`config.mk`:
```
export PLATFORM = sky130hd
export DESIGN_NAME = clk_div_gen
export DESIGN_NICKNAME = d
export VERILOG_FILES = /design/src/rtl/clk_div_pkg.sv /design/src/rtl/clk_bypass_mux.sv /design/src/rtl/clk_div_gen.sv
export SDC_FILE = /design/constraint.sdc
export NUM_CORES = 1
export LEC_CHECK = 0
export CAP_MARGIN = 20
export CELL_PAD_IN_SITES_DETAIL_PLACEMENT = 1
export CELL_PAD_IN_SITES_GLOBAL_PLACEMENT = 2
export CORE_ASPECT_RATIO = 1.75
export CORE_UTILIZATION = 42
export CTS_BUF_LIST = sky130_fd_sc_hd__clkbuf_2 sky130_fd_sc_hd__clkbuf_4 sky130_fd_sc_hd__clkbuf_8
export CTS_CLUSTER_DIAMETER = 30
export DETAILED_ROUTE_END_ITERATION = 10
export GPL_TIMING_DRIVEN = 0
export PLACE_DENSITY_LB_ADDON = 0.05
export SLEW_MARGIN = 40
export SYNTH_ARGS = -nofsm -noshare
export SYNTH_HDL_FRONTEND = slang
export SYNTH_SLANG_ARGS = --single-unit
```
`constraint.sdc`:
```
create_clock -name CLK -period 4.75 [get_ports CLK]
set_input_delay 0.7125 -clock CLK [delete_from_list [all_inputs] [get_ports CLK]]
set_output_delay 0.7125 -clock CLK [all_outputs]
set_load 0.02 [all_outputs]
```
`src/rtl/clk_div_pkg.sv`:
```
// rtl/clk_div_pkg.sv - shared state encoding and ratio constants for the clock divider
package clk_div_pkg;

    typedef enum logic [1:0] {
        ST_IDLE = 2'd0,
        ST_LOW  = 2'd1,
        ST_HIGH = 2'd2
    } div_state_t;

    localparam int MIN_DIV_RATIO = 2;
    localparam int BYPASS_RATIO  = 1;

endpackage

```
`src/rtl/clk_bypass_mux.sv`:
```
// rtl/clk_bypass_mux.sv - 2:1 clock mux selecting the divided clock or the reference clock
module clk_bypass_mux (
    input  logic clk,
    input  logic div_q,
    input  logic sel,
    output logic clk_out
);

    // Kept as its own cell boundary so it can be mapped to a dedicated clock mux.
    assign clk_out = sel ? div_q : clk;

endmodule

```
`src/rtl/clk_div_gen.sv`:
```
// rtl/clk_div_gen.sv - integer clock divider with boundary-aligned ratio changes and bypass
module clk_div_gen
    import clk_div_pkg::*;
#(
    parameter int DATA_WIDTH = 8
) (
    input  logic                  CLK,
    input  logic                  RST,
    input  logic                  CLK_EN,
    input  logic [DATA_WIDTH-1:0] DIV_RATIO,
    output logic                  DIV_CLK,
    output logic                  DIV_ACTIVE,
    output logic                  PERIOD_TICK
);

    div_state_t            state;
    logic [DATA_WIDTH-1:0] cnt;
    logic [DATA_WIDTH-1:0] ratio_q;
    logic                  div_q;
    logic [DATA_WIDTH-1:0] low_len;
    logic [DATA_WIDTH-1:0] high_len;
    logic                  start_req;

    assign start_req = CLK_EN && (DIV_RATIO >= DATA_WIDTH'(MIN_DIV_RATIO));
    // Odd ratios put the extra cycle in the high phase.
    assign low_len   = ratio_q >> 1;
    assign high_len  = ratio_q - low_len;

    always_ff @(posedge CLK or posedge RST) begin
        if (RST) begin
            state       <= ST_IDLE;
            cnt         <= '0;
            ratio_q     <= DATA_WIDTH'(BYPASS_RATIO);
            div_q       <= 1'b0;
            DIV_ACTIVE  <= 1'b0;
            PERIOD_TICK <= 1'b0;
        end else begin
            PERIOD_TICK <= 1'b0;
            case (state)
                ST_IDLE: begin
                    cnt   <= '0;
                    div_q <= 1'b0;
                    if (start_req) begin
                        state      <= ST_LOW;
                        ratio_q    <= DIV_RATIO;
                        DIV_ACTIVE <= 1'b1;
                    end
                end
                ST_LOW: begin
                    if (cnt == low_len - DATA_WIDTH'(1)) begin
                        state <= ST_HIGH;
                        cnt   <= '0;
                        div_q <= 1'b1;
                    end else begin
                        cnt <= cnt + DATA_WIDTH'(1);
                    end
                end
                ST_HIGH: begin
                    if (cnt == high_len - DATA_WIDTH'(1)) begin
                        cnt   <= '0;
                        div_q <= 1'b0;
                        if (start_req) begin
                            state       <= ST_LOW;
                            ratio_q     <= DIV_RATIO;
                            PERIOD_TICK <= 1'b1;
                        end else begin
                            state      <= ST_IDLE;
                            DIV_ACTIVE <= 1'b0;
                        end
                    end else begin
                        cnt <= cnt + DATA_WIDTH'(1);
                    end
                end
                default: begin
                    state      <= ST_IDLE;
                    cnt        <= '0;
                    div_q      <= 1'b0;
                    DIV_ACTIVE <= 1'b0;
                end
            endcase
        end
    end

    clk_bypass_mux u_mux (
        .clk     (CLK),
        .div_q   (div_q),
        .sel     (DIV_ACTIVE),
        .clk_out (DIV_CLK)
    );

endmodule

```
==> flow_summary.ini <==
[flow_run]
max-cap-violations = 0

[layout]
area_growth_syn_to_layout_pct = 15.8
layout-drive-gt1-share = 0.170
num-nets-final = 230
diodes = 0

[die]
fp-row-count = 30
ios = 14
die_area_sq_um = 4490
die_w_um = 51.1
start_util = 0.449
die_h_um = 87.9
core_sq_um = 3940

[sta]
setup_viol = 0
finClkSkew_ns = 0.000962
worst_pin_slew_ns = 0.785
hold_viol_final = 0
tns_ns = 0
slew_headroom = 0.470
slew_violations = 0
rsz0062_at_grt = no

[placement]
dp_hpwl_mm = 3.42
port_buffers = 13
finalWeightedCongestion = 0.812

[worst_hold_path]
hold_path.class = reg -> reg

[critical_path]
setup.worst_path.start_class = clock port
critPathBufInv = 3
cp.required_ns = 4.04
cp.arrival_ns = 3.39
path_cells = clkbuf_8, clkbuf_8, mux2_2, clkdlybuf4s50_1
worstSetupPathType = clk -> out
critical_path.max_stage_delay_ns = 0.54
crit_path_top_delay_cell = clkdlybuf4s50_1
path_max_fanout = 2
path_common_cell = clkbuf_8
crit_path_end_kind = output port
cp_top_family = buffers and inverters

[global_route]
grt_pass1_wl_mm = 6.90
overflow = 0
grt_use_total = 0.210
antenna_found_initial = 0
grt_start_max_net_pins = 22
grt_pass1_vias = 1490

[clock_network]
post_cts_resized = 0
clk_pin_slew_ns = 0.07
cts_tree = done
post_cts_buffers = 0
cts_hold_buffers = 0
worstSkewPairLatency_ns = 0.36

[drt]
wl_per_cell_um = 16.9
drc = 0
drt_wl_total_mm = 4.08
ant_nets = 0
vias_per_cell = 5.31
vias = 1284
first_pass_iters = 4
drt-initial-drc-count = 15

[logic_synthesis]
synthArstFlopShare = 1.00
synth-seq-cells = 21
netlist.area_leader.share = 0.283
syn_avg_cell_area_sq_um = 10.2
yosysMostFrequentCell = ha_1
yosysWarnings = 0
synth_top_area_cell = dfrtp_1
synth_nets = 209
seq_area_frac_synth = 0.298
synth_area_leaders = dfrtp_1 28%, ha_1 16%, xnor2_1 9.9%
synth.cells.most_frequent = 23 x ha_1, 20 x dfrtp_1, 20 x xnor2_1
syn_inst = 174
synth-edff-count = 0
synthFlopType = dfrtp_1
synth_area_sq_um = 1770
synth_cell_type_count = 41

[pwr]
internal_power_mw = 0.318
swShare = 0.206
irDropWorstVdd_uv = 187
leakagePower_nw = 0.894
clockPowerShare = 0.507
power.density_nw_per_um2 = 195
seqPwrFrac = 0.449
switchingPower_mw = 0.0824
p_comb_frac = 0.044
p_total_mw = 0.400

[status]
outcome = complete, no violations
## final cells by class
cell class | instances | area (sq um)
Tap cell | 48 | 60.1
Sequential cell | 21 | 527
Fill cell | 453 | 1890
Buffer | 2 | 11.3
Clock buffer | 8 | 100
Multi-Input combinational cell | 132 | 1160
Inverter | 19 | 71.3
Timing Repair Buffer | 12 | 120
## worst reg2reg max path: stages, from the launching register on
cell       delay [ns]
dfrtp_1          0.49
inv_1            0.11
ha_1             0.22
fa_1             0.41
nand2b_1         0.14
a21oi_1          0.11
or3b_4           0.40
a2111oi_4        0.45
a41oi_4          0.22
nor2_4           0.31
mux2_2           0.39
## path summary, 6_finish.rpt
path	startpoint	to	slack [ns]	cells past startpoint
max	CLK	DIV_CLK	0.65	4
min	div_q$_DFFE_PP0P_	div_q$_DFFE_PP0P_	0.51	2
max reg2reg	ratio_q[1]$_DFFE_PP0P_	ratio_q[4]$_DFFE_PP0P_	1.39	10
min reg2reg	div_q$_DFFE_PP0P_	div_q$_DFFE_PP0P_	0.51	2
max in group asynchronous	RST	ratio_q[0]$_DFFE_PP1P_	3.75	2
min in group asynchronous	RST	ratio_q[1]$_DFFE_PP0P_	0.67	2
## power by group through the flow
stage / sequential [mW] / clock, mW / combinational [mW]
floorplan: 0.184 / 0.0111 / 0.00494
global placement: 0.183 / 0.0193 / 0.0173
detailed placement: 0.183 / 0.0193 / 0.0179
CTS: 0.180 / 0.210 / 0.0180
global route: 0.180 / 0.217 / 0.0191
finish: 0.180 / 0.203 / 0.0177
## stage by stage
stage	utilization	area, sq um	worst slack, ns	cells	hold slack [ns]
finish	0.520	2050	0.650	242	0.514
global route	0.520	2050	0.621	242	0.538
global placement	0.497	1960	0.900	235	0.503
CTS	0.520	2050	0.636	242	0.524
floorplan	-	1770	1.36	174	0.486
detailed placement	0.497	1960	0.900	235	0.514
## flip-flops by register name, indices dropped and copies added, names as in the netlist
| register | flops |
|---|---|
| PERIOD_TICK | 1 |
| DIV_ACTIVE | 1 |
| ratio_q | 8 |
| div_q | 1 |
| cnt | 8 |
| state | 2 |
## metal layers
metal  part of all wire  global-route usage  up-vias
li1                   -                   -      634
met1               0.39               0.221      632
met2               0.59               0.414       13
met3             0.0071              0.0139        5
met4              0.013              0.0859        0
met5                  0                   0        -
## layout by cell type, fill, tap and decap left out, types with 2 or more instances in the layout
cell type / synthesis / routed
nand2b_1: 3 / 3
o21bai_1: 2 / 2
xnor2_1: 20 / 20
nor2_1: 8 / 8
nand4_1: 2 / 2
mux2_2: 8 / 8
clkdlybuf4s50_1: 0 / 13
and3b_2: 2 / 2
a21boi_0: 2 / 2
inv_1: 19 / 18
dfrtp_1: 20 / 20
and3_1: 2 / 2
or4_1: 2 / 2
o21ai_0: 4 / 4
a21oi_1: 7 / 7
and3_2: 6 / 6
nor2b_1: 2 / 2
nand2_1: 4 / 4
ha_1: 23 / 23
a221oi_1: 2 / 2
nor3_1: 2 / 2
xor2_1: 10 / 10
nand3_1: 5 / 5
clkbuf_8: 0 / 6
## cell families after synthesis
family / Yosys count / synth area share
AOI/OAI and AO/OA: 27 / 0.133
and+or+nand+nor: 42 / 0.143
DFF: 21 / 0.298
buffers and inverters: 21 / 0.0466
adders and majority gates: 24 / 0.174
muxes: 9 / 0.0572
xor gates and xnor gates: 30 / 0.148
Note: power is estimated with default switching activity, not from simulation.
